File: config.mk
export PLATFORM = sky130hd
export DESIGN_NAME = color_unscrambler
export DESIGN_NICKNAME = d
export VERILOG_FILES = /design/src/rtl/color_pkg.sv /design/src/rtl/color_inverse_map.sv /design/src/rtl/color_unscrambler.sv
export SDC_FILE = /design/constraint.sdc
export NUM_CORES = 1
export LEC_CHECK = 0
export BUFFER_PORTS_ARGS = -buffer_cell sky130_fd_sc_hd__buf_4
export CORE_UTILIZATION = 30
export DETAILED_ROUTE_END_ITERATION = 16
export PLACE_DENSITY = 0.59
export SLEW_MARGIN = 15
export SYNTH_ARGS = -nofsm -noshare
export SYNTH_HDL_FRONTEND = slang
export SYNTH_HIERARCHICAL = 1
export SYNTH_SLANG_ARGS = --single-unit
File: constraint.sdc
create_clock -name clk -period 6.44 [get_ports clk]
set_input_delay 0.966 -clock clk [delete_from_list [all_inputs] [get_ports clk]]
set_output_delay 0.966 -clock clk [all_outputs]
set_load 0.01 [all_outputs]
File: src/rtl/color_pkg.sv
// color_pkg: shared pixel, channel-select and configuration types for the colour unscrambler.
package color_pkg;
    typedef struct packed {
        logic [3:0] r;
        logic [3:0] g;
        logic [3:0] b;
    } rgb444_t;

    typedef enum logic [1:0] {
        CH_R    = 2'b00,
        CH_G    = 2'b01,
        CH_B    = 2'b10,
        CH_ZERO = 2'b11
    } chsel_e;

    localparam logic [5:0] CFG_IDENTITY = 6'b00_01_10;
endpackage

File: src/rtl/color_inverse_map.sv
// color_inverse_map: combinational inverse of the channel scrambler.
// cfg fields are {R,G,B} source selects; each original channel comes from the first output that carried it.
module color_inverse_map
    import color_pkg::*;
(
    input  logic [5:0] i_cfg,
    input  rgb444_t    i_rgb,
    output rgb444_t    o_color,
    output logic [2:0] o_lost
);
    function automatic logic [4:0] pick(chsel_e j, logic [5:0] cfg, rgb444_t rgb);
        return (cfg[5:4] == j) ? {1'b0, rgb.r} :
               (cfg[3:2] == j) ? {1'b0, rgb.g} :
               (cfg[1:0] == j) ? {1'b0, rgb.b} : 5'b1_0000;
    endfunction

    assign {o_lost[2], o_color.r} = pick(CH_R, i_cfg, i_rgb);
    assign {o_lost[1], o_color.g} = pick(CH_G, i_cfg, i_rgb);
    assign {o_lost[0], o_color.b} = pick(CH_B, i_cfg, i_rgb);
endmodule

File: src/rtl/color_unscrambler.sv
// color_unscrambler: two-stage valid/ready pipeline restoring scrambled RGB444 channels.
// Switch code is synchronised and only adopted on an accepted start-of-frame beat.
module color_unscrambler
    import color_pkg::*;
#(
    parameter int CNT_W = 19
) (
    input  logic             clk,
    input  logic             reset,
    input  logic [15:10]     SW,
    input  logic [11:0]      in_rgb,
    input  logic             in_valid,
    input  logic             in_sof,
    output logic             in_ready,
    output logic [11:0]      out_color,
    output logic             out_valid,
    output logic             out_sof,
    input  logic             out_ready,
    output logic [2:0]       out_lost,
    output logic [5:0]       cfg_active,
    output logic [CNT_W-1:0] frame_pixels,
    output logic             frame_done
);
    logic [5:0]       r_sw_meta, r_sw_sync, r_s1_cfg;
    logic             r_s1_valid, r_s1_sof;
    rgb444_t          r_s1_rgb;
    logic [CNT_W-1:0] r_count;
    logic             w_s2_adv, w_accept, w_sof_acc;
    logic [5:0]       w_cfg;
    rgb444_t          w_map_color;
    logic [2:0]       w_map_lost;

    assign w_s2_adv  = !out_valid | out_ready;
    assign in_ready  = !r_s1_valid | w_s2_adv;
    assign w_accept  = in_valid & in_ready;
    assign w_sof_acc = w_accept & in_sof;
    // The sof beat itself must already use the newly adopted code.
    assign w_cfg     = w_sof_acc ? r_sw_sync : cfg_active;

    color_inverse_map u_map (
        .i_cfg  (r_s1_cfg),
        .i_rgb  (r_s1_rgb),
        .o_color(w_map_color),
        .o_lost (w_map_lost)
    );

    always_ff @(posedge clk or posedge reset) begin
        if (reset) begin
            r_sw_meta  <= '0;
            r_sw_sync  <= '0;
            cfg_active <= CFG_IDENTITY;
        end else begin
            r_sw_meta  <= SW;
            r_sw_sync  <= r_sw_meta;
            if (w_sof_acc) cfg_active <= r_sw_sync;
        end
    end

    always_ff @(posedge clk or posedge reset) begin
        if (reset) begin
            r_s1_valid <= 1'b0;
            r_s1_sof   <= 1'b0;
            r_s1_rgb   <= '0;
            r_s1_cfg   <= CFG_IDENTITY;
        end else if (in_ready) begin
            r_s1_valid <= in_valid;
            if (in_valid) begin
                r_s1_sof <= in_sof;
                r_s1_rgb <= in_rgb;
                r_s1_cfg <= w_cfg;
            end
        end
    end

    always_ff @(posedge clk or posedge reset) begin
        if (reset) begin
            out_valid <= 1'b0;
            out_sof   <= 1'b0;
            out_color <= '0;
            out_lost  <= '0;
        end else if (w_s2_adv) begin
            out_valid <= r_s1_valid;
            if (r_s1_valid) begin
                out_sof   <= r_s1_sof;
                out_color <= w_map_color;
                out_lost  <= w_map_lost;
            end
        end
    end

    always_ff @(posedge clk or posedge reset) begin
        if (reset) begin
            r_count      <= '0;
            frame_pixels <= '0;
            frame_done   <= 1'b0;
        end else begin
            frame_done <= 1'b0;
            if (w_accept) begin
                if (in_sof) begin
                    r_count <= CNT_W'(1);
                    if (r_count != '0) begin
                        frame_pixels <= r_count;
                        frame_done   <= 1'b1;
                    end
                end else if (r_count != '1) begin
                    r_count <= r_count + 1'b1;
                end
            end
        end
    end
endmodule

==> metrics.csv <==
metric,value,unit
status,"complete, no violations",
Worst-path clk slew,0.06,ns
Synthesized Nets,423,
# port buffers,66,
pre-CTS setup slack,3.44,ns
Post-CTS Setup Bufs,0,
post-route design area,5270,sq um
Initial Util,31.1,%
register bit total from synthesis,94,
Critical-path top delay cell,nand3_2,
post-DP HPWL,6770,um
I/O pin total,67,
DRC viols,0,
Startpoint Class,input pin,
initial drt markers,222,
"commonest non-fill, non-tap cells in the layout","90 x dfrtp_1, 68 x buf_4, 67 x nand2_1, 22 x mux2_2, 21 x nor2_1",
Skew-Pair Late Insertion Delay,0.35,ns
Mapped Area,4390,sq um
Slew Limit Fails,0,
PwrDens,342,nW/um^2
cts repair resizes,0,
final period utilization,40.4,%
Placed Area,4970,sq um
total core area,14100,sq um
setup TNS,0,ns
grt ovf,0,
DR vias,3152,
fin nets,480,
"antenna viol nets, final",0,
CTS HTree Levels,3,
DR WL/cell,15.2,um
crit-path leading delay family,simple AND/OR/NAND/NOR gates,
leakage,2.51,nW
CP required,6.66,ns
asr flop ratio synth,100,%
WP buf/inv,2,
slowest cell delay on critical path,0.62,ns
Max-Slew Margin vs Limit,27.8,%
"Avg Cell Area, Syn",11.0,sq um
die area,15100,sq um
area grow syn2layout,20.1,%
# fillers,1417,
GP Congestion,0.833,
hold_buf cts,0,
"commonest non-fill, non-tap cell in the layout",dfrtp_1,
HP Class,reg -> reg,
TritonCTS clock tree,done,
final wirelength,9720,um
vias in the first global route,3051,
setup violators final,0,
max cap viols,0,
clock skew,0.00901,ns
Least-Margin Pin Slew,1.08,ns
layout cell share with drive strength beyond 1,30.2,%
final hold viol count,0,
Synth cell types,53,
"EDFF count, synth",0,
Cells after DPL,624,
clock root cell,clkbuf_16,
GRT Util Overall,13.8,%
"Min Clock Period, post-route",2.60,ns
initial antenna violation count,0,
clock buffer depth,2,
total power,1.80,mW
Die W,123,um
routed vias/inst,4.93,
cell count after synthesis,398,
sequential-to-total area share from yosys stat,53.8,%
yosys warns,6,
drt first pass iters,4,
worst vdd ir,0.123,mV
Site Rows,43,
crit-path max FO,27,
Setup WS post-layout,3.84,ns
worst path cell trace,"buf_4, nand3b_1, and2_1, buf_4, nand3_2, mux2_4",
antenna cells,0,
global-route wire length before repair,15800,um
Die Ht,123,um
Most used DFF post-synth,dfrtp_1,
final cell count without fillers,640,
largest net degree at the start of global routing,70,
cell mode on critical path,buf_4,
clk sink count,94,
CP endpoint kind,register,
CP arrival,2.83,ns
Highest Clock Rate,0.384,GHz
Inserted Clock Buffers,9,
Crit Path Class,in -> reg,
RSZ-0062 raised after global routing,no,
-- sequential cells by signal (all words and copies together), names as in the netlist, 3 cells and up --
signal and cells:
out_color 12, cfg_active 6, r_sw_meta 6, r_s1_cfg 6, r_s1_rgb 12, out_lost 3
r_sw_sync 6, r_count 19, frame_pixels 19
-- final cells by class --
class / instances / area (sq um) / share of cell area, %
clock buffer: 11 / 233 / 4.42
clock inverter: 5 / 61.3 / 1.16
inverter: 11 / 42.5 / 0.808
multi-input combinational: 271 / 1840 / 34.9
sequential: 94 / 2360 / 44.8
tap: 180 / 225 / 4.28
timing repair buffer: 68 / 510 / 9.69
-- where the power goes --
part           leakage (nW)  switching, mW  internal (mW)
Sequential             1.17          0.109          0.715
Clock                 0.144          0.224          0.303
Combinational          1.19          0.203          0.249
Total                  2.51          0.536           1.27
-- metrics by stage --
step	utilization, %	hold WS [ns]
after floorplan	-	0.331
after global placement	35.3	0.335
after detailed placement	35.3	0.339
after CTS	37.4	0.354
after global routing	37.4	0.357
final	37.4	0.352
-- metal layers --
| layer | GRT usage, % | share of wire (%) | up-vias |
|---|---|---|---|
| met5 | 0 | 0 | - |
| met4 | 5.79 | 1.8 | 0 |
| met3 | 4.01 | 5.8 | 13 |
| met2 | 19.6 | 45 | 78 |
| met1 | 19.5 | 48 | 1540 |
| li1 | - | - | 1521 |
-- synthesized netlist by cell type (all sizes together), types with 3 or more instances --
| cell type | count | area share (%) |
|---|---|---|
| nand4 | 7 | 1.0 |
| nand2b | 8 | 1.1 |
| dfrtp | 90 | 51 |
| and2b | 3 | 0.54 |
| and2 | 3 | 0.49 |
| and4 | 4 | 0.80 |
| nor4 | 3 | 0.43 |
| nor3b | 4 | 0.80 |
| nand3 | 20 | 2.4 |
| o211ai | 3 | 0.51 |
| a211o | 3 | 0.60 |
| nor3 | 7 | 0.91 |
| mux2i | 7 | 1.6 |
| nand2 | 67 | 5.7 |
| a31oi | 12 | 1.7 |
| and3 | 4 | 0.57 |
| dfstp | 4 | 2.4 |
| a21oi | 9 | 1.3 |
| clkbuf | 9 | 0.77 |
| o21ai | 17 | 1.9 |
| buf | 13 | 2.6 |
| mux2 | 41 | 12 |
| nor2 | 21 | 1.8 |
| a21o | 3 | 0.51 |
| inv | 11 | 0.94 |
-- worst paths after layout --
check / start / slack (ns) / end / cells past startpoint
min in group asynchronous: reset / 0.61 / out_lost[0]$_DFFE_PP0P_ / 2
worst max-delay path: out_ready / 3.84 / frame_pixels[7]$_DFFE_PP0P_ / 6
max in group asynchronous: reset / 4.60 / r_count[15]$_DFFE_PP0P_ / 3
worst min-delay path: r_sw_meta[2]$_DFF_PP0_ / 0.35 / r_sw_sync[2]$_DFF_PP0_ / 0
worst max register to register: out_valid$_DFFE_PP0P_ / 4.14 / frame_pixels[7]$_DFFE_PP0P_ / 5
worst min register to register: r_sw_meta[2]$_DFF_PP0_ / 0.35 / r_sw_sync[2]$_DFF_PP0_ / 0
-- logic make-up (layout without fill, tap and decap cells) --
group | count (synthesis) | after routing | synth area share (%)
simple gates | 162 | 162 | 18.5
mux | 48 | 48 | 13.8
flops | 94 | 94 | 53.8
buf+inv | 33 | 95 | 4.34
compound gates | 59 | 59 | 9.13
fa+ha+maj | 2 | 2 | 0.571
Note: power is estimated with default switching activity, not from simulation.
